File: src/rtl/melbank_rd_ctrl.sv
`timescale 1ns/1ps
// melbank_rd_ctrl: burst reader for the mel filterbank coefficient ROM.
// Issues addresses under credit control and streams the returned words through a small FIFO.
module melbank_rd_ctrl #(
   parameter int ADDR_WIDTH = 9,
   parameter int DATA_WIDTH = 8,
   parameter int ROM_LAT    = 1
) (
   input  logic                  clk,
   input  logic                  rst_n,
   input  logic                  start,
   input  logic [ADDR_WIDTH-1:0] base_addr,
   input  logic [ADDR_WIDTH:0]   len,
   input  logic                  abort,
   output logic [ADDR_WIDTH-1:0] rom_addr,
   input  logic [DATA_WIDTH-1:0] rom_data,
   output logic [DATA_WIDTH-1:0] m_data,
   output logic                  m_valid,
   input  logic                  m_ready,
   output logic                  m_last,
   output logic                  busy,
   output logic                  done
);

   localparam int FIFO_D = ROM_LAT + 2;
   localparam int CW     = $clog2(FIFO_D + 1);
   localparam int SW     = $clog2(2 * FIFO_D + 2);
   localparam int LW     = ADDR_WIDTH + 1;

   localparam logic [1:0] S_IDLE  = 2'd0;
   localparam logic [1:0] S_FETCH = 2'd1;
   localparam logic [1:0] S_DRAIN = 2'd2;

   logic [1:0]            r_state;
   logic [ADDR_WIDTH-1:0] r_rom_addr;
   logic [LW-1:0]         r_len;
   logic [LW-1:0]         r_iss_cnt;
   logic [LW-1:0]         r_dlv_cnt;
   logic [ROM_LAT:0]      r_pv;
   logic [DATA_WIDTH-1:0] r_q [FIFO_D];
   logic [CW-1:0]         r_cnt;
   logic                  r_m_valid;
   logic                  r_done;

   logic          w_busy;
   logic          w_abort;
   logic          w_start;
   logic          w_accept;
   logic          w_pop;
   logic          w_last;
   logic          w_cap;
   logic          w_issue;
   logic [SW-1:0] w_inflight;
   logic [SW-1:0] w_total;
   logic [CW-1:0] w_wr_idx;
   logic [CW-1:0] w_cnt_nxt;

   assign w_busy   = (r_state != S_IDLE);
   assign w_abort  = abort & w_busy;
   // abort outranks a simultaneous start, so a cancelled request is never accepted
   assign w_start  = start & ~w_busy & ~abort;
   assign w_accept = w_start & (len != '0);
   assign w_pop    = r_m_valid & m_ready;
   assign w_last   = r_m_valid & (r_dlv_cnt == r_len - LW'(1));
   assign w_cap    = r_pv[ROM_LAT];

   // NOTE: every variable assigned in always_comb gets a default first, otherwise a latch is inferred.
   always_comb begin
      w_inflight = '0;
      for (int i = 0; i <= ROM_LAT; i++) begin
         w_inflight = w_inflight + SW'(r_pv[i]);
      end
   end

   // Credit check: reads in flight plus FIFO words, net of this cycle's pop, must leave room.
   assign w_total   = w_inflight + SW'(r_cnt) - SW'(w_pop);
   assign w_issue   = (r_state == S_FETCH) & (r_iss_cnt != r_len) & (w_total < SW'(FIFO_D)) & ~abort;
   assign w_wr_idx  = r_cnt - CW'(w_pop);
   assign w_cnt_nxt = r_cnt + CW'(w_cap) - CW'(w_pop);

   // NOTE: sequential state uses non-blocking assignments so every register samples pre-edge values.
   always_ff @(posedge clk or negedge rst_n) begin
      if (!rst_n) begin
         r_state    <= S_IDLE;
         r_rom_addr <= '0;
         r_len      <= '0;
         r_iss_cnt  <= '0;
         r_dlv_cnt  <= '0;
         r_pv       <= '0;
         r_cnt      <= '0;
         r_m_valid  <= 1'b0;
         r_done     <= 1'b0;
      end else begin
         r_done <= 1'b0;
         if (w_abort) begin
            r_state   <= S_IDLE;
            r_pv      <= '0;
            r_cnt     <= '0;
            r_m_valid <= 1'b0;
         end else begin
            r_pv      <= {r_pv[ROM_LAT-1:0], w_issue | w_accept};
            r_cnt     <= w_cnt_nxt;
            r_m_valid <= (w_cnt_nxt != '0);
            if (w_pop) begin
               r_dlv_cnt <= r_dlv_cnt + LW'(1);
            end
            case (r_state)
               S_IDLE: begin
                  if (w_accept) begin
                     r_state    <= S_FETCH;
                     r_len      <= len;
                     r_iss_cnt  <= LW'(1);
                     r_dlv_cnt  <= '0;
                     r_rom_addr <= base_addr;
                  end else if (w_start) begin
                     r_done <= 1'b1;
                  end
               end
               S_FETCH: begin
                  if (r_iss_cnt == r_len) begin
                     r_state <= S_DRAIN;
                  end else if (w_issue) begin
                     r_rom_addr <= r_rom_addr + ADDR_WIDTH'(1);
                     r_iss_cnt  <= r_iss_cnt + LW'(1);
                  end
               end
               S_DRAIN: begin
                  if (w_pop && w_last) begin
                     r_state <= S_IDLE;
                     r_done  <= 1'b1;
                  end
               end
               default: r_state <= S_IDLE;
            endcase
         end
      end
   end

   // NOTE: this FIFO is a handful of flops whose head is the m_data register, so it is reset to give m_data=0.
   always_ff @(posedge clk or negedge rst_n) begin
      if (!rst_n) begin
         for (int i = 0; i < FIFO_D; i++) begin
            r_q[i] <= '0;
         end
      end else begin
         for (int i = 0; i < FIFO_D - 1; i++) begin
            if (w_pop) begin
               r_q[i] <= r_q[i+1];
            end
         end
         for (int i = 0; i < FIFO_D; i++) begin
            if (w_cap && !w_abort && (w_wr_idx == CW'(i))) begin
               r_q[i] <= rom_data;
            end
         end
      end
   end

   assign rom_addr = r_rom_addr;
   assign m_data   = r_q[0];
   assign m_valid  = r_m_valid;
   assign m_last   = w_last;
   assign busy     = w_busy;
   assign done     = r_done;

endmodule
File: config.mk
export PLATFORM = sky130hd
export DESIGN_NAME = melbank_rd_ctrl
export DESIGN_NICKNAME = d
export VERILOG_FILES = /design/src/rtl/melbank_rd_ctrl.sv
export SDC_FILE = /design/constraint.sdc
export NUM_CORES = 1
export LEC_CHECK = 0
export CORE_ASPECT_RATIO = 1.75
export CORE_MARGIN = 2
export CORE_UTILIZATION = 40
export DETAILED_ROUTE_END_ITERATION = 7
export PLACE_DENSITY_LB_ADDON = 0.2
export SLEW_MARGIN = 15
export SYNTH_ARGS = -nofsm -noshare
export SYNTH_HDL_FRONTEND = slang
export SYNTH_SLANG_ARGS = --single-unit
File: constraint.sdc
create_clock -name clk -period 4.1 [get_ports clk]
set_input_delay 0.82 -clock clk [delete_from_list [all_inputs] [get_ports clk]]
set_output_delay 0.82 -clock clk [all_outputs]
set_load 0.03 [all_outputs]
### After elaboration in Yosys (flattened, before gate mapping)

Index checks and enable logic that the tools add are counted.
W data, S select, Z words.

| operators by class | value |
|---|---|
| add/subtract/negate cells | 10 |
| magnitude comparators | 1 |
| equality and inequality tests | 13 |
| multiplexer cells | 28 |
| bitwise logic cells | 13 |
| reductions and logical operators | 17 |

Operators with widths:

| kind | number |
|---|---|
| $mux W10 | 6 |
| $mux W8 | 4 |
| $mux W9 | 3 |
| $add A10 B1 Y10 const B | 2 |
| $eq A10 B10 Y1 | 2 |
| $pmux W10 S2 | 1 |
| $pmux W9 S2 | 1 |
| $mux W2 | 6 |
| $ne A10 B10 Y1 | 1 |
| $reduce_bool A10 Y1 | 1 |
| $reduce_bool A2 Y1 | 5 |
| $sub A10 B1 Y10 const B | 1 |
| $add A9 B1 Y9 const B | 1 |
| $and A1 B1 Y1 | 9 |
| $ne A2 B2 Y1 const B | 3 |
| $ne A3 B3 Y1 const B | 2 |
| $pmux W2 S3 | 1 |
| $reduce_and A3 Y1 | 2 |
| $logic_and A1 B1 Y1 | 5 |
| $mux W1 | 5 |
| $reduce_and A5 Y1 | 1 |
| $eq A2 B1 Y1 const B | 2 |
| $eq A2 B2 Y1 const B | 2 |
| $logic_not A2 Y1 | 2 |
| 11 further kinds | 14 |

| storage, ports and cells | value |
|---|---|
| flip-flop bits (word level) | 71 |
| output and inout bits | 21 |
| logic and storage cells | 94 |

### Depth between registers and ports, before layout

| depth | value |
|---|---|
| depth after elaboration | 9 |
| gate-level depth with buffers | 15 |

### Worst setup path after synthesis

Ideal clock, no wire load.

| timing path | value |
|---|---|
| kind | input to register |
| start | in m_ready |
| end | reg r_rom_addr[2] (netlist: rom_addr[2]) |
| data arrival time | 3.695 ns |
| required time | 4.023 ns |
| path slack | 0.328 ns |
| stages on the path | 15 |
| path buffers | 2 |
| cells stage by stage | nand2_2 > buf_1 > inv_1 > ha_1 > fa_1 > inv_1 > fa_1 > inv_1 > o21ai_1 > nor2_2 > nor2_2 > inv_1 > buf_2 > o21ai_0 > a21oi_1 |

| between the ends | value |
|---|---|
| word-level cells in the longest chain between the ends | 7 |

Ends and longest elaborated chain:

| what | line | RTL |
|---|---|---|
| start: declaration | 19 | `input logic m_ready,` |
| $and A1 B1 Y1 | 63 | `assign w_pop = r_m_valid & m_ready;` |
| $sub A3 B1 Y3 | 76 | `assign w_total = w_inflight + SW'(r_cnt) - SW'(w_pop);` |
| $lt A3 B2 Y1 | 77 | `assign w_issue = (r_state == S_FETCH) & (r_iss_cnt != r_len) & (w_total < SW'(FIFO_D)) & ~abort;` |
| $and A1 B1 Y1 (2 in series) | 77 |  |
| $ne A2 B2 Y1 (no line) | n/a |  |
| $reduce_and A5 Y1 (no line) | n/a |  |
| end signal: assignment | 114 | `r_rom_addr <= base_addr;` |
| end signal: assignment | 123 | `r_rom_addr <= r_rom_addr + ADDR_WIDTH'(1);` |
| end: declaration | 35 | `logic [ADDR_WIDTH-1:0] r_rom_addr;` |

No other way between the ends.
A chain may end at the register's enable or synchronous reset.

### Worst setup path after layout

| timing path | value |
|---|---|
| start | reg r_len[0] |
| end | out m_last |

| between the ends | value |
|---|---|
| word-level cells in the longest chain between the ends | 3 |

Ends and longest elaborated chain:

| what | line | RTL |
|---|---|---|
| start: declaration | 36 | `logic [LW-1:0] r_len;` |
| start signal: assignment | 111 | `r_len <= len;` |
| $sub A10 B1 Y10 | 64 | `assign w_last = r_m_valid & (r_dlv_cnt == r_len - LW'(1));` |
| $eq A10 B10 Y1 | 64 |  |
| $and A1 B1 Y1 | 64 |  |
| end: declaration | 20 | `output logic m_last,` |

No other way between the ends.

==> results.tsv <==
stage	metric	value	unit
route	route.vias.total	3089	
placed_design	port_buffers	52	
timing	slew_headroom	31.4	%
clock_network	numCtsBuffers	9	
pwr	cellPowerDensity	684	nW/um^2
die	die_w	78.4	um
cells_and_area	final_net_count	483	
clock_network	clk_pin_slew	0.06	ns
setup_path	crit_fanout	6	
setup_path	crit_path_end_kind	output pin	
timing	setup_viol	0	
route	drtIter0Drc	109	
outcome	status	finished, final reports clean	
setup_path	worstPathRequired	3.28	ns
pwr	internal-power	0.00204	W
timing	fin_crit	3.89	ns
global_routing	grt_antenna_before_repair	0	
timing	worstMarginPinSlew	1.03	ns
die	initial_core_util	41.0	%
global_routing	grt_use_total	19.5	%
yosys	ys_ff_latch	71	
global_routing	grt_max_degree	45	
pwr	seqPwrFrac	35.6	%
route	avgRoutedWirePerCell	16.5	um
setup_path	worst-setup-path-type	reg2out	
route	dr.pass1.iters	4	
clock_network	cts_root_buffer	clkbuf_16	
timing	grt_setup_unrepaired	false	
yosys	yosysWarningCount	0	
worst_hold_path	hold_path_class	reg2reg	
clock_network	clock_sinks	71	
cells_and_area	final_common_cell	dfrtp_1	
clock_network	insertion_delay	0.33	ns
global_routing	grt_pass1_vias	3272	
pwr	switching_power	0.00123	W
die	ios	53	
timing	tns	0	ns
yosys	ys.flop_type	dfrtp_1	
cells_and_area	layout_common_cells	dfrtp_1 (71), clkdlybuf4s50_1 (51), nor2_1 (41)	
yosys	synthArstFlopShare	100	%
clock_network	hold_buffers	0	
yosys	syn-mean-instance-area	9.79	um^2
cells_and_area	area_delta_synth_final	23.0	%
placed_design	gp_congestion	0.836	
placed_design	dp.final_hpwl	6850	um
global_routing	grt_pass1_wl	15900	um
yosys	yosysTopAreaCell	dfrtp_1	
yosys	ys_top_cells_by_area	dfrtp_1 (46%), mux2i_1 (5.4%), xnor2_1 (5.0%), nor2_1 (4.0%), nand2_1 (3.9%)	
clock_network	cts.path.max_buffers	2	
yosys	synth_enable_flop_cells	0	
die	rows	47	
yosys	synth_nets	437	
die	die_area	10500	um^2
cells_and_area	drive_gt1_share	9.42	%
die	dieHeight	134	um
timing	fmax	0.257	GHz
die	core-area	9470	um^2
cells_and_area	fillers	881	
timing	fin_worst_skew	0.00892	ns
route	drc	0	
cells_and_area	fin_util	50.4	%
timing	slew_violations	0	
yosys	synth_cell_types	58	
clock_network	cts_tree	built	
yosys	netlist_area	3880	um^2
pwr	power_frac_comb	38.4	%
yosys	synth-seq-area-share	45.8	%
yosys	synth_top_area_share	45.8	%
clock_network	cts_setup_buffers	0	
timing	min_period_over_period	94.9	%
clock_network	cts_resized	0	
route	ant_nets	0	
route	wl	9380	um
pwr	power.leakage	2.11	nW
pwr	switching_share	37.6	%
timing	hold_violations	0	
global_routing	grt.overflow.total	0	
route	vias_per_cell	5.44	
pwr	vdd_ir_drop_max	0.445	mV
setup_path	start_kind	flip-flop	
job	drv_cap	0	
clock_network	htreeDepth	3	
yosys	synthesis.instances	396	
pwr	pwr-share-clk	25.9	%
cells_and_area	antenna_cells	0	
setup_path	cp.arrival	3.07	ns
## cell families after synthesis
logic type	Yosys count	synth area share (%)
AOI/OAI and AO/OA	68	11.7
xor gates and xnor gates	34	7.68
adders and majority gates	9	3.29
buffers and inverters	41	5.42
DFF	71	45.8
muxes	29	7.74
and+or+nand+nor	144	18.3
## layer usage
| layer | global-route usage [%] | vias up | part of all wire (%) |
|---|---|---|---|
| li1 | - | 1479 | - |
| met1 | 21.4 | 1526 | 38 |
| met2 | 35.2 | 71 | 55 |
| met3 | 4.71 | 13 | 4.0 |
| met4 | 8.67 | 0 | 2.8 |
| met5 | 0 | - | 0 |
## Yosys cell counts (all sizes together) (3+ instances only)
cell type / number
or2: 3
dfrtp: 71
xnor2: 22
buf: 15
o22ai: 4
a22o: 3
nand3: 11
o21ai: 9
clkbuf: 8
a311oi: 4
nor4: 5
xor2: 12
mux2: 8
inv: 18
nand4: 11
nor2: 43
and3: 6
or3: 3
a31oi: 3
and2: 3
nor4b: 4
ha: 7
nor3: 6
a21oi: 29
mux2i: 21
nand2: 41
## power groups by stage
stage / sequential [W] / clock, W / combinational [W]
after global routing: 0.00119 / 0.000892 / 0.00139
final: 0.00116 / 0.000847 / 0.00125
after global placement: 0.00117 / 0 / 0.00122
after detailed placement: 0.00117 / 0 / 0.00126
after floorplan: 0.00118 / 0 / 0.000871
after CTS: 0.00116 / 0.000865 / 0.00127
## worst max-delay path, stage by stage (launching register included)
cell,delay [ns]
dfrtp_1,0.49
inv_1,0.12
ha_1,0.29
nor3b_1,0.36
xor2_1,0.16
nor4b_1,0.28
a311oi_1,0.12
nor3_2,0.22
clkdlybuf4s50_1,0.70
## per-stage QoR
step           power (W)  instances  hold slack, ns  cell area, um^2  setup WS (ns)
4_1_cts          0.00330        568           0.508             4770          0.188
3_5_place_dp     0.00243        553           0.497             4450          0.384
5_1_grt          0.00348        568           0.511             4770        0.00558
2_1_floorplan    0.00205        396           0.479             3880          0.328
3_3_place_gp     0.00239        553           0.487             4450          0.466
6_report         0.00327        568           0.503             4770          0.210
## cell type report
class | instances | area, um^2 | area share [%]
repair buffers | 58 | 561 | 11.7
clock inverters | 5 | 82.6 | 1.73
flip-flops and latches | 71 | 1780 | 37.2
multi-input cells | 284 | 1890 | 39.7
inverters | 18 | 67.6 | 1.42
clock buffers | 10 | 239 | 5.01
well taps | 122 | 153 | 3.20
## flip-flops by register name (all words and copies together), names as in the netlist
| name | cells |
|---|---|
| r_dlv_cnt | 10 |
| r_pv | 2 |
| r_state | 2 |
| done | 1 |
| r_iss_cnt | 10 |
| m_valid | 1 |
| rom_addr | 9 |
| r_cnt | 2 |
| m_data | 8 |
| r_q | 16 |
| r_len | 10 |
## path summary, 6_finish.rpt
kind	from	end	slack (ns)	cells after the start
setup / recovery	r_len[0]	m_last	0.21	8
hold / removal	r_q[4]	r_q[4]	0.50	1
setup reg to reg	m_valid	rom_addr[6]	1.20	13
hold reg to reg	r_q[4]	r_q[4]	0.50	1
max in group asynchronous	rst_n	r_q[11]	2.47	2
min in group asynchronous	rst_n	rom_addr[6]	0.66	1
Power figures use the tool's default switching activity.
